`src/rtl/router_pkg.sv`:
```
// Shared types and constants for the packet generator: packet layout, LFSR constants, FSM states.
// Pure declarations; no logic or timing of its own.
package router_pkg;

    localparam int PKT_W  = 13;
    localparam int ADDR_W = 4;
    localparam int LFSR_W = 8;

    // Feedback taps at bits 7,5,4,3; an all-zero state would lock up, so reset/zero-seed use 8'h01
    localparam logic [LFSR_W-1:0] LFSR_TAPS  = 8'hB8;
    localparam logic [LFSR_W-1:0] LFSR_RESET = 8'h01;

    typedef struct packed {
        logic              parity;
        logic [ADDR_W-1:0] addr;
        logic [LFSR_W-1:0] payload;
    } pkt_t;

    typedef enum logic [1:0] {
        IDLE   = 2'd0,
        SEND   = 2'd1,
        GAP    = 2'd2,
        FINISH = 2'd3
    } state_t;

    function automatic logic [LFSR_W-1:0] lfsr_next(input logic [LFSR_W-1:0] cur);
        return {cur[LFSR_W-2:0], ^(cur & LFSR_TAPS)};
    endfunction

endpackage

```
`src/rtl/packet_gen_lfsr.sv`:
```
// Payload LFSR: loads a seed (zero maps to 8'h01) and steps once per advance.
// Value changes one cycle after load/advance; advance is the caller's handshake, so it holds under backpressure.
module pkt_lfsr
    import router_pkg::*;
(
    input  logic              clk,
    input  logic              rst,
    input  logic              load,
    input  logic [LFSR_W-1:0] seed,
    input  logic              advance,
    output logic [LFSR_W-1:0] value
);

    always_ff @(posedge clk) begin
        if (rst) begin
            value <= LFSR_RESET;
        end else if (load) begin
            value <= (seed == '0) ? LFSR_RESET : seed;
        end else if (advance) begin
            value <= lfsr_next(value);
        end
    end

endmodule

```
`src/rtl/packet_gen.sv`:
```
// Burst packet generator: emits num_pkts parity-protected packets with LFSR payloads to the router.
// First valid one cycle after start; one packet per cycle when ready is high and GAP_CYCLES is 0.
// valid/packet hold steady while ready is low; nothing advances until the handshake.
module packet_gen
    import router_pkg::*;
#(
    parameter int GAP_CYCLES = 0
) (
    input  logic             clk,
    input  logic             rst,
    input  logic             start,
    input  logic [3:0]       num_pkts,
    input  logic [7:0]       seed,
    input  logic             inject_err,
    output logic [PKT_W-1:0] packet,
    output logic             valid,
    input  logic             ready,
    output logic             busy,
    output logic             done,
    output logic [4:0]       sent_count
);

    localparam int GW = (GAP_CYCLES > 1) ? $clog2(GAP_CYCLES) : 1;
    localparam logic [GW-1:0] GAP_LAST = GW'((GAP_CYCLES > 0) ? GAP_CYCLES - 1 : 0);

    state_t             state_q, state_d;
    logic [ADDR_W-1:0]  pkt_idx_q;
    logic [ADDR_W-1:0]  last_idx_q;
    logic               err_q;
    logic [GW-1:0]      gap_cnt_q;
    logic [LFSR_W-1:0]  lfsr_val;
    logic               start_acc;
    logic               hs;
    logic               is_last;
    pkt_t               pkt;

    assign start_acc = (state_q == IDLE) && start;
    assign hs        = valid && ready;
    assign is_last   = (pkt_idx_q == last_idx_q);

    pkt_lfsr u_lfsr (
        .clk     (clk),
        .rst     (rst),
        .load    (start_acc),
        .seed    (seed),
        .advance (hs),
        .value   (lfsr_val)
    );

    always_ff @(posedge clk) begin
        if (rst) begin
            state_q <= IDLE;
        end else begin
            state_q <= state_d;
        end
    end

    always_comb begin
        state_d = state_q;
        case (state_q)
            IDLE:    if (start) state_d = SEND;
            SEND: begin
                if (hs) begin
                    if (is_last)             state_d = FINISH;
                    else if (GAP_CYCLES > 0) state_d = GAP;
                    else                     state_d = SEND;
                end
            end
            GAP:     if (gap_cnt_q == GAP_LAST) state_d = SEND;
            FINISH:  state_d = IDLE;
            default: state_d = IDLE;
        endcase
    end

    always_comb begin
        valid = (state_q == SEND);
        busy  = (state_q == SEND) || (state_q == GAP);
        done  = (state_q == FINISH);
    end

    // num_pkts of 0 wraps to last index 15, giving a 16-packet burst for free
    always_ff @(posedge clk) begin
        if (rst) begin
            pkt_idx_q  <= '0;
            last_idx_q <= '0;
            err_q      <= 1'b0;
            sent_count <= '0;
            gap_cnt_q  <= '0;
        end else begin
            if (start_acc) begin
                pkt_idx_q  <= '0;
                last_idx_q <= num_pkts - 4'd1;
                err_q      <= inject_err;
                sent_count <= '0;
            end else if (hs) begin
                pkt_idx_q  <= pkt_idx_q + 4'd1;
                sent_count <= sent_count + 5'd1;
            end
            gap_cnt_q <= (state_q == GAP) ? gap_cnt_q + GW'(1) : '0;
        end
    end

    always_comb begin
        pkt.addr    = pkt_idx_q;
        pkt.payload = lfsr_val;
        pkt.parity  = ^{pkt_idx_q, lfsr_val} ^ (err_q && is_last);
        packet      = valid ? pkt : '0;
    end

endmodule

```
`config.mk`:
```
export PLATFORM = sky130hd
export DESIGN_NAME = packet_gen
export DESIGN_NICKNAME = d
export VERILOG_FILES = /design/src/rtl/router_pkg.sv /design/src/rtl/packet_gen_lfsr.sv /design/src/rtl/packet_gen.sv
export SDC_FILE = /design/constraint.sdc
export NUM_CORES = 1
export LEC_CHECK = 0
export BUFFER_PORTS_ARGS = -buffer_cell sky130_fd_sc_hd__buf_4
export CAP_MARGIN = 0
export CORE_MARGIN = 10
export CORE_UTILIZATION = 50
export DETAILED_ROUTE_END_ITERATION = 10
export PLACE_DENSITY = 0.82
export REMOVE_ABC_BUFFERS = 1
export SKIP_LAST_GASP = 1
export SYNTH_ARGS = -nofsm -noshare
export SYNTH_HDL_FRONTEND = slang
export SYNTH_HIERARCHICAL = 1
export SYNTH_SLANG_ARGS = --single-unit
export TNS_END_PERCENT = 10
```
`constraint.sdc`:
```
create_clock -name clk -period 2.6 [get_ports clk]
set_input_delay 0.39 -clock clk [delete_from_list [all_inputs] [get_ports clk]]
set_output_delay 0.39 -clock clk [all_outputs]
set_load 0.005 [all_outputs]
```
==> impl_results.md, run 1 <==
- Period minus WS final: 2.46 ns
- Layout cells sized above 1: 29.5%
- Clk_lat worst skew: 0.33 ns
- Vias in the first global route: 1,200
- CTS H-tree depth: 1
- Clk sinks: 25
- Largest net degree at the start of global routing: 21
- Sequential element share of the synthesized area: 34.6%
- Final wirelength: 3340 µm
- WP data required: 2.21 ns
- Clock-pin slew on the worst setup and hold paths: 0.14 ns
- Met1 WL: 1380 µm
- Initial DRC Count: 51
- Initial core utilization: 52.5%
- Worst slew pin tran: 0.527 ns
- CTS tree: done
- RSZ-0062 raised after global routing: no
- Final #Nets: 216
- Num rows: 19
- Chip width: 73.8 µm
- Synth Area per Inst: 9.34 µm²
- Overall global routing resource usage: 12.3%
- Uppermost layer routed: met4
- Detailed route wirelength on metal2: 1730 µm
- Die height: 73.8 µm
- Syn. warnings: 6
- First-pass GRT wire length: 5390 µm
- CTS Buffer Depth: 2
- Post-Syn Area: 0.00145 mm²
- Dpl hpwl: 2600 µm
- Hold Crit Class: input pin to flip-flop
- Pleak: 0.819 nW
- Post CTS Setup Buffer Count: 0
- Startpoint Class: flip-flop
- Sequential cell area: 503 µm²
- GPL Wtd Cong: 0.806
- Pre-antenna DRT Iters: 4
- # IOs: 38
- # port buffers: 37
- Initial antenna violation count: 0
- Layout fillers: 245
- Worst path arrival time: 2.07 ns
- Drt via density: 5.13
- Worst-path fanout max: 5
- Via Count: 1,133
- Slew Viols, Final: 0
- Slew HR: 64.9%
- Final setup fails: 0
- Final Hold Vio Count: 0
- Gr ovfl total: 0
- Final Cycle Share: 94.7%
- Status: finished clean
- Crit end category: primary output
- Syn Inst Count: 155
- # Max-Cap Violations: 0
- Core area: 0.00276 mm²
- Post-route ant nets: 0
- Type of the worst setup path: flip-flop to primary output
- Peak VDD IR: 0.000507 V
- Fmax: 406 MHz
- Setup TNS: 0 ns
- Area occupied by multi-input gates: 887 µm²
- Placed cell areas: 0.00173 mm²
- Root buf cell: clkbuf_4
- Fin Clk Skew: 0.00226 ns
- Die area: 0.00545 mm²
- Pwr/cell area: 504 mW/mm²
- Per-cell routed wire length: 15.1 µm
- Post-synth cell types: 31
- Total CTS buffers: 3
- Yosys reg bits: 25
- DRC: 0
- Synth-to-layout area growth: 22.4%
- Final Cell Area: 0.00177 mm²
- Metal3 WL: 197 µm
- ANT cells: 0
==> cell families (layout without fill, tap and decap cells) <==
| group | Yosys count | in the layout | synth area share [%] |
|---|---|---|---|
| compound gates | 13 | 13 | 6.22 |
| xor+xnor | 25 | 25 | 16.1 |
| fa+ha+maj | 8 | 8 | 6.91 |
| buf+inv | 14 | 49 | 4.67 |
| flops | 25 | 25 | 34.6 |
| mux | 17 | 17 | 12.4 |
| simple gates | 53 | 53 | 19.1 |
==> through the flow <==
step	hold WS, ns	setup WS [ns]	utilization, %	power, mW	std cells
after floorplan	0.396	0.589	-	0.623	147
after global placement	0.411	0.444	62.9	0.708	217
after detailed placement	0.415	0.374	62.9	0.719	217
after CTS	0.227	0.0114	64.0	0.899	221
after global routing	0.206	0.0257	64.2	0.946	221
final	0.230	0.139	64.2	0.894	221
==> sequential cells by signal, summed over array words and instances (netlist names) <==
| signal | count |
|---|---|
| sent_count | 5 |
| pkt_idx_q | 4 |
| u_lfsr/value | 8 |
| last_idx_q | 4 |
| gap_cnt_q | 1 |
| err_q | 1 |
| state_q | 2 |
==> cell usage in the layout (no fill, tap or decap) <==
cell and count:
mux2_1 1, a32oi_1 1, ha_1 8, and2_1 13
nor3_1 2, a211oi_1 6, nor3b_1 1, or2_0 1
mux2i_1 9, xor2_1 12, nor4_1 2, nor3_2 1
dfxtp_1 23, buf_4 39, and2b_1 1, mux2_2 7
clkinv_2 1, a22oi_1 2, nor2b_1 1, and2_2 1
o21ai_1 1, clkbuf_4 3, a31oi_1 1, xnor3_1 1
nor2_1 24, a21oi_1 2, xnor2_1 11, inv_1 6
and3_4 1, dfxtp_2 2, nand2_1 2, nand4_1 3
xnor2_2 1
==> area by class of cell <==
type | instances | area share [%]
Sequential cell | 25 | 28.4
Inverter | 6 | 1.27
Timing Repair Buffer | 39 | 16.5
Multi-Input combinational cell | 116 | 50.1
Clock inverter | 1 | 0.282
Clock buffer | 3 | 1.27
Tap cell | 31 | 2.19
==> cells in the mapped netlist <==
master,instances,area (µm²)
a211oi_1,6,45.0
a21oi_1,2,10.0
a22oi_1,2,15.0
a31oi_1,1,6.26
a32oi_1,1,8.76
and2_1,13,81.3
and2_2,1,7.51
and2b_1,1,7.51
and3_4,1,11.3
buf_1,1,3.75
buf_6,2,22.5
clkbuf_1,5,18.8
dfxtp_1,25,500
ha_1,8,100
inv_1,6,22.5
mux2_1,1,11.3
mux2_2,7,78.8
mux2i_1,9,90.1
nand2_1,2,7.51
nand4_1,3,18.8
nor2_1,24,90.1
nor2b_1,1,6.26
nor3_1,2,10.0
nor3_2,1,10.0
nor3b_1,1,7.51
nor4_1,2,12.5
o21ai_1,1,5.00
or2_0,1,6.26
xnor2_1,12,105
xnor3_1,1,22.5
xor2_1,12,105
==> per-layer routing <==
metal,vias up,track usage (%)
met4,0,4.55
met5,-,0
met1,523,12.4
met3,4,5.11
met2,22,22.0
li1,584,-
==> worst max-delay path, stage by stage, from the launching register on <==
cell	delay, ns
dfxtp_2	0.38
ha_1	0.35
xnor2_2	0.19
xnor2_1	0.15
xnor3_1	0.25
and3_4	0.19
nor3_2	0.10
buf_4	0.13
==> what timing repair did <==
item,4_1_cts,5_1_grt
cloned,0,0
endpoints found under the hold margin,0,0
endpoints found under the setup margin,1,1
resized for setup,2,1
hold buffers,0,0
pin swaps,0,1
==> path summary, 6_finish.rpt <==
check	slack (ns)	depth (start not counted)	to	start
worst min register to register	0.44	1	gap_cnt_q	gap_cnt_q
worst max register to register	0.56	7	u_lfsr/value[6]	state_q[1]
worst min-delay path	0.23	2	last_idx_q[0]	num_pkts[0]
worst max-delay path	0.14	7	packet[12]	pkt_idx_q[0]
==> report_power, final <==
group	switching [mW]	total [mW]	internal, mW
registers	0.0287	0.438	0.409
clock network	0.125	0.182	0.0579
logic	0.122	0.273	0.151
Note: power is estimated with default switching activity, not from simulation.
==> run 2: changes to the inputs <==
- CORE_UTILIZATION: 50 -> 52
- PLACE_DENSITY: 0.82 -> 0.85
==> impl_results.md, run 2 (same netlist as run 1, synthesis figures left out) <==
- Max FFs per register: 8
- Met1 WL: 1460 µm
- Post CTS Setup Buffer Count: 0
- CTS Buffer Depth: 2
- Worst-path fanout max: 5
- Pre-antenna DRT Iters: 4
- Final design utilization: 65.8%
- Fin Clk Skew: 0.00206 ns
- Clk sinks: 25
- Pleak: 0.816 nW
- Clk_lat worst skew: 0.33 ns
- Final Cycle Share: 93.2%
- Initial DRC Count: 43
- Final worst-path setup slack: 0.178 ns
- RSZ-0062 raised after global routing: no
- Largest delay share family, worst path: XOR/XNOR gates
- Per-cell routed wire length: 15.7 µm
- GPL Wtd Cong: 0.797
- Synth-to-layout area growth: 23.2%
- Final Hold Vio Count: 0
- First-pass GRT wire length: 5730 µm
- Initial antenna violation count: 0
- Detailed route wirelength on metal2: 1750 µm
- Pwr/cell area: 509 mW/mm²
- # Max-Cap Violations: 0
- Startpoint Class: flip-flop
- Hold Crit Class: input pin to flip-flop
- Num rows: 19
- Core area: 0.00271 mm²
- Period minus WS final: 2.42 ns
- Final wirelength: 3460 µm
- Setup TNS: 0 ns
- Slew HR: 60.2%
- Final Cell Area: 0.00178 mm²
- Worst path buffer plus inverter count: 1
- Biggest regs: u_lfsr/value (8), sent_count (5)
- Uppermost layer routed: met4
- Chip width: 72.8 µm
- Post-route ant nets: 0
- Total CTS buffers: 3
- Finished Layout Cells: 221
- Die area: 0.00529 mm²
- Layout cells sized above 1: 30.0%
- Worst slew pin tran: 0.591 ns
- Worst path arrival time: 2.03 ns
- Slew Viols, Final: 0
- DRC: 0
- Overall global routing resource usage: 13.3%
- Post-Place Setup Slack: 0.324 ns
- Type of the worst setup path: flip-flop to primary output
- Initial core utilization: 53.4%
- Most frequent cells in the layout: 39 x buf_4, 24 x nor2_1, 23 x dfxtp_1
- Largest stage delay, worst path: 0.44 ns
- Clock-pin slew on the worst setup and hold paths: 0.15 ns
- Inst Count DP: 217
- Vias in the first global route: 1,256
- Commonest non-fill, non-tap cell in the layout: buf_4
- Layout fillers: 228
- Peak VDD IR: 0.000446 V
- Cts hold-fix bufs: 0
- Root buf cell: clkbuf_4
- Crit end category: primary output
- # IOs: 38
- CTS H-tree depth: 1
- Via Count: 1,189
- Slowest cell on crit path: dfxtp_1
- Metal3 WL: 175 µm
- Die height: 72.8 µm
- Placed cell areas: 0.00173 mm²
- Largest net degree at the start of global routing: 19
- CTS tree: done
- ANT cells: 0
- Gr ovfl total: 0
- Final setup fails: 0
- Final #Nets: 216
- # port buffers: 37
- Largest register by flop count: u_lfsr/value
- Fmax: 413 MHz
- Status: finished clean
- Crit-path cells: xor2_1 -> xnor2_1 -> xnor3_1 -> and3_4 -> nor3_2 -> buf_4
- WP data required: 2.21 ns
- Drt via density: 5.38
- Dpl hpwl: 2680 µm
-- run 2: final cells by class --
| class | count | area [µm²] | share of cell area (%) |
|---|---|---|---|
| clock buffer | 3 | 22.5 | 1.26 |
| clock inverter | 1 | 5.00 | 0.281 |
| inverter | 6 | 22.5 | 1.26 |
| multi-input combinational | 116 | 900 | 50.4 |
| sequential | 25 | 503 | 28.2 |
| tap | 31 | 38.8 | 2.17 |
| timing repair buffer | 39 | 293 | 16.4 |
-- run 2: where the power goes --
group | internal, mW | leakage [nW] | switching [mW]
Sequential | 0.410 | 0.205 | 0.0297
Clock | 0.0580 | 0.0177 | 0.131
Combinational | 0.153 | 0.593 | 0.126
-- run 2: final timing paths --
path,startpoint,end,slack [ns],cells past startpoint
min,num_pkts[0],last_idx_q[0],0.22,2
max reg2reg,state_q[1],sent_count[4],0.49,7
min reg2reg,gap_cnt_q,gap_cnt_q,0.44,1
max,u_lfsr/value[0],packet[12],0.18,6
-- run 2: repair_timing --
action | CTS | global route
pin swaps | 1 | 0
gates resized for setup | 3 | 1
endpoints found under the hold margin | 0 | 0
cloned | 0 | 0
endpoints found under the setup margin | 1 | 1
-- run 2: metal layers --
metal,up-vias,global-route usage [%]
met2,29,23.2
met1,566,14.5
met3,8,4.08
met5,-,0
li1,586,-
met4,0,5.70
-- run 2: per-stage QoR --
step	hold slack (ns)	power [mW]
after global routing	0.212	0.956
after detailed placement	0.414	0.723
after CTS	0.225	0.904
after floorplan	0.396	0.623
final	0.225	0.907
after global placement	0.415	0.707
==> run 3: changes to the inputs <==
- CORE_ASPECT_RATIO: default -> 0.75
==> impl_results.md, run 3 (same netlist as run 1, synthesis figures left out) <==
- Drt via density: 5.13
- Via Count: 1,159
- Worst-path fanout max: 5
- DRC: 0
- Post-route ant nets: 0
- Layout fillers: 235
- Synth-to-layout area growth: 23.3%
- Max FFs per register: 8
- Num rows: 16
- Reg2Reg Depth: 7
- Worst path arrival time: 2.09 ns
- Slowest cell on crit path: dfxtp_1
- Final worst-path setup slack: 0.117 ns
- Met1 WL: 1380 µm
- Clk sinks: 25
- Hold Crit Depth: 2
- Worst R2R Start: state_q[1]
- Die height: 65.7 µm
- Initial antenna violation count: 0
- Cts hold-fix bufs: 0
- WP data required: 2.21 ns
- RSZ-0062 raised after global routing: no
- Metal3 WL: 259 µm
- R2R Setup Slk: 0.51 ns
- Hold Crit Class: input pin to flip-flop
- Final Cycle Share: 95.5%
- Die area: 0.00532 mm²
- Final setup fails: 0
- Peak VDD IR: 0.000527 V
- Setup TNS: 0 ns
- Pwr/cell area: 523 mW/mm²
- GPL Wtd Cong: 0.798
- Final #Nets: 216
- Core area: 0.00264 mm²
- Clk_lat worst skew: 0.27 ns
- Gr ovfl total: 0
- # Max-Cap Violations: 0
- Per-cell routed wire length: 14.4 µm
- Overall global routing resource usage: 12.4%
- Largest stage delay, worst path: 0.42 ns
- Fmax: 403 MHz
- Final design utilization: 67.6%
- CP most frequent cell: xnor2_1
- Initial DRC Count: 34
- Root buf cell: clkbuf_8
- Final wirelength: 3260 µm
- Hold WS: 0.314 ns
- Status: finished clean
- CTS tree: done
- Vias in the first global route: 1,141
- Commonest non-fill, non-tap cell in the layout: buf_4
- Final Hold Vio Count: 0
- Biggest regs: u_lfsr/value (8), sent_count (5)
- Uppermost layer routed: met4
- Layout cells sized above 1: 27.4%
- Clock-pin slew on the worst setup and hold paths: 0.08 ns
- Hold Crit Start: num_pkts[0]
- Worst R2R End: pkt_idx_q[3]
- Initial core utilization: 54.8%
- Type of the worst setup path: flip-flop to primary output
- Post-Place Setup Slack: 0.387 ns
- Crit-path cells: ha_1 -> xnor2_1 -> xnor2_1 -> xnor3_1 -> and3_4 -> nor3_2 -> buf_4
- Worst slew pin tran: 0.489 ns
- # IOs: 38
- First-pass GRT wire length: 5280 µm
- Dpl hpwl: 2580 µm
- Inst Count DP: 222
- CTS H-tree depth: 1
- Pre-antenna DRT Iters: 4
- ANT cells: 0
- Post CTS Setup Buffer Count: 0
- Finished Layout Cells: 226
- Period minus WS final: 2.48 ns
- Slew HR: 67.1%
- Largest net degree at the start of global routing: 19
- Post_cts resized: 0
- Startpoint Class: flip-flop
- # port buffers: 37
- Hold path endpoint: last_idx_q[0]
- Pleak: 0.821 nW
- Largest register by flop count: u_lfsr/value
- Detailed route wirelength on metal2: 1590 µm
- Total CTS buffers: 3
- Most frequent cells in the layout: 39 x buf_4, 25 x dfxtp_1, 24 x nor2_1
- CTS Buffer Depth: 2
- Crit end category: primary output
- Slew Viols, Final: 0
- Fin Clk Skew: 0.00285 ns
- Chip width: 80.9 µm
-- run 3: cell types whose count changed in the layout (fill, tap and decap cells not counted) --
cell      before  now
clkbuf_1       0    1
clkbuf_4       3    0
clkbuf_8       0    3
clkinv_2       1    0
dfxtp_1       23   25
dfxtp_2        2    0
ha_1           7    8
ha_4           1    0
xnor2_1       11   12
xnor2_2        1    0
-- run 3: report_power, final --
part,switching [mW],internal [mW],total (mW)
Sequential,0.0293,0.409,0.438
Combinational,0.120,0.150,0.271
Clock,0.115,0.110,0.225
Total,0.265,0.669,0.933
-- run 3: per-stage QoR --
step	area, µm²	power [mW]
global route	1790	0.992
floorplan	1400	0.623
detailed placement	1740	0.720
finish	1790	0.933
global placement	1740	0.708
CTS	1790	0.943
-- run 3: final cells by class --
cell class / count / area (µm²) / share of cell area, %
inverter: 6 / 22.5 / 1.26
clock buffer: 4 / 45.0 / 2.52
timing repair buffer: 39 / 293 / 16.4
multi-input combinational: 116 / 880 / 49.3
tap: 36 / 45.0 / 2.52
sequential: 25 / 500 / 28.0
-- run 3: worst max path at each step --
stage / cells after the start / start / slack, ns / to
after global placement: 7 / pkt_idx_q[0] / 0.44 / packet[12]
after global routing: 7 / pkt_idx_q[0] / 0.02 / packet[12]
after CTS: 7 / pkt_idx_q[0] / 0.09 / packet[12]
after detailed placement: 7 / pkt_idx_q[0] / 0.39 / packet[12]
final: 7 / pkt_idx_q[0] / 0.12 / packet[12]
after floorplan: 6 / pkt_idx_q[0] / 0.59 / packet[12]
-- run 3: critical path, delay by kind of cell (launching register included) --
kind | cells | cell delay (ns)
XOR/XNOR | 3 | 0.69
buffers and inverters | 1 | 0.13
AND/OR/NAND/NOR | 2 | 0.29
flip-flops | 1 | 0.42
adder cells (fa/ha/maj) | 1 | 0.29
-- run 3: per-layer routing --
layer	track usage, %	up-vias
met3	5.43	6
met2	21.0	32
met1	13.7	533
li1	-	588
met4	3.88	0
met5	0	-
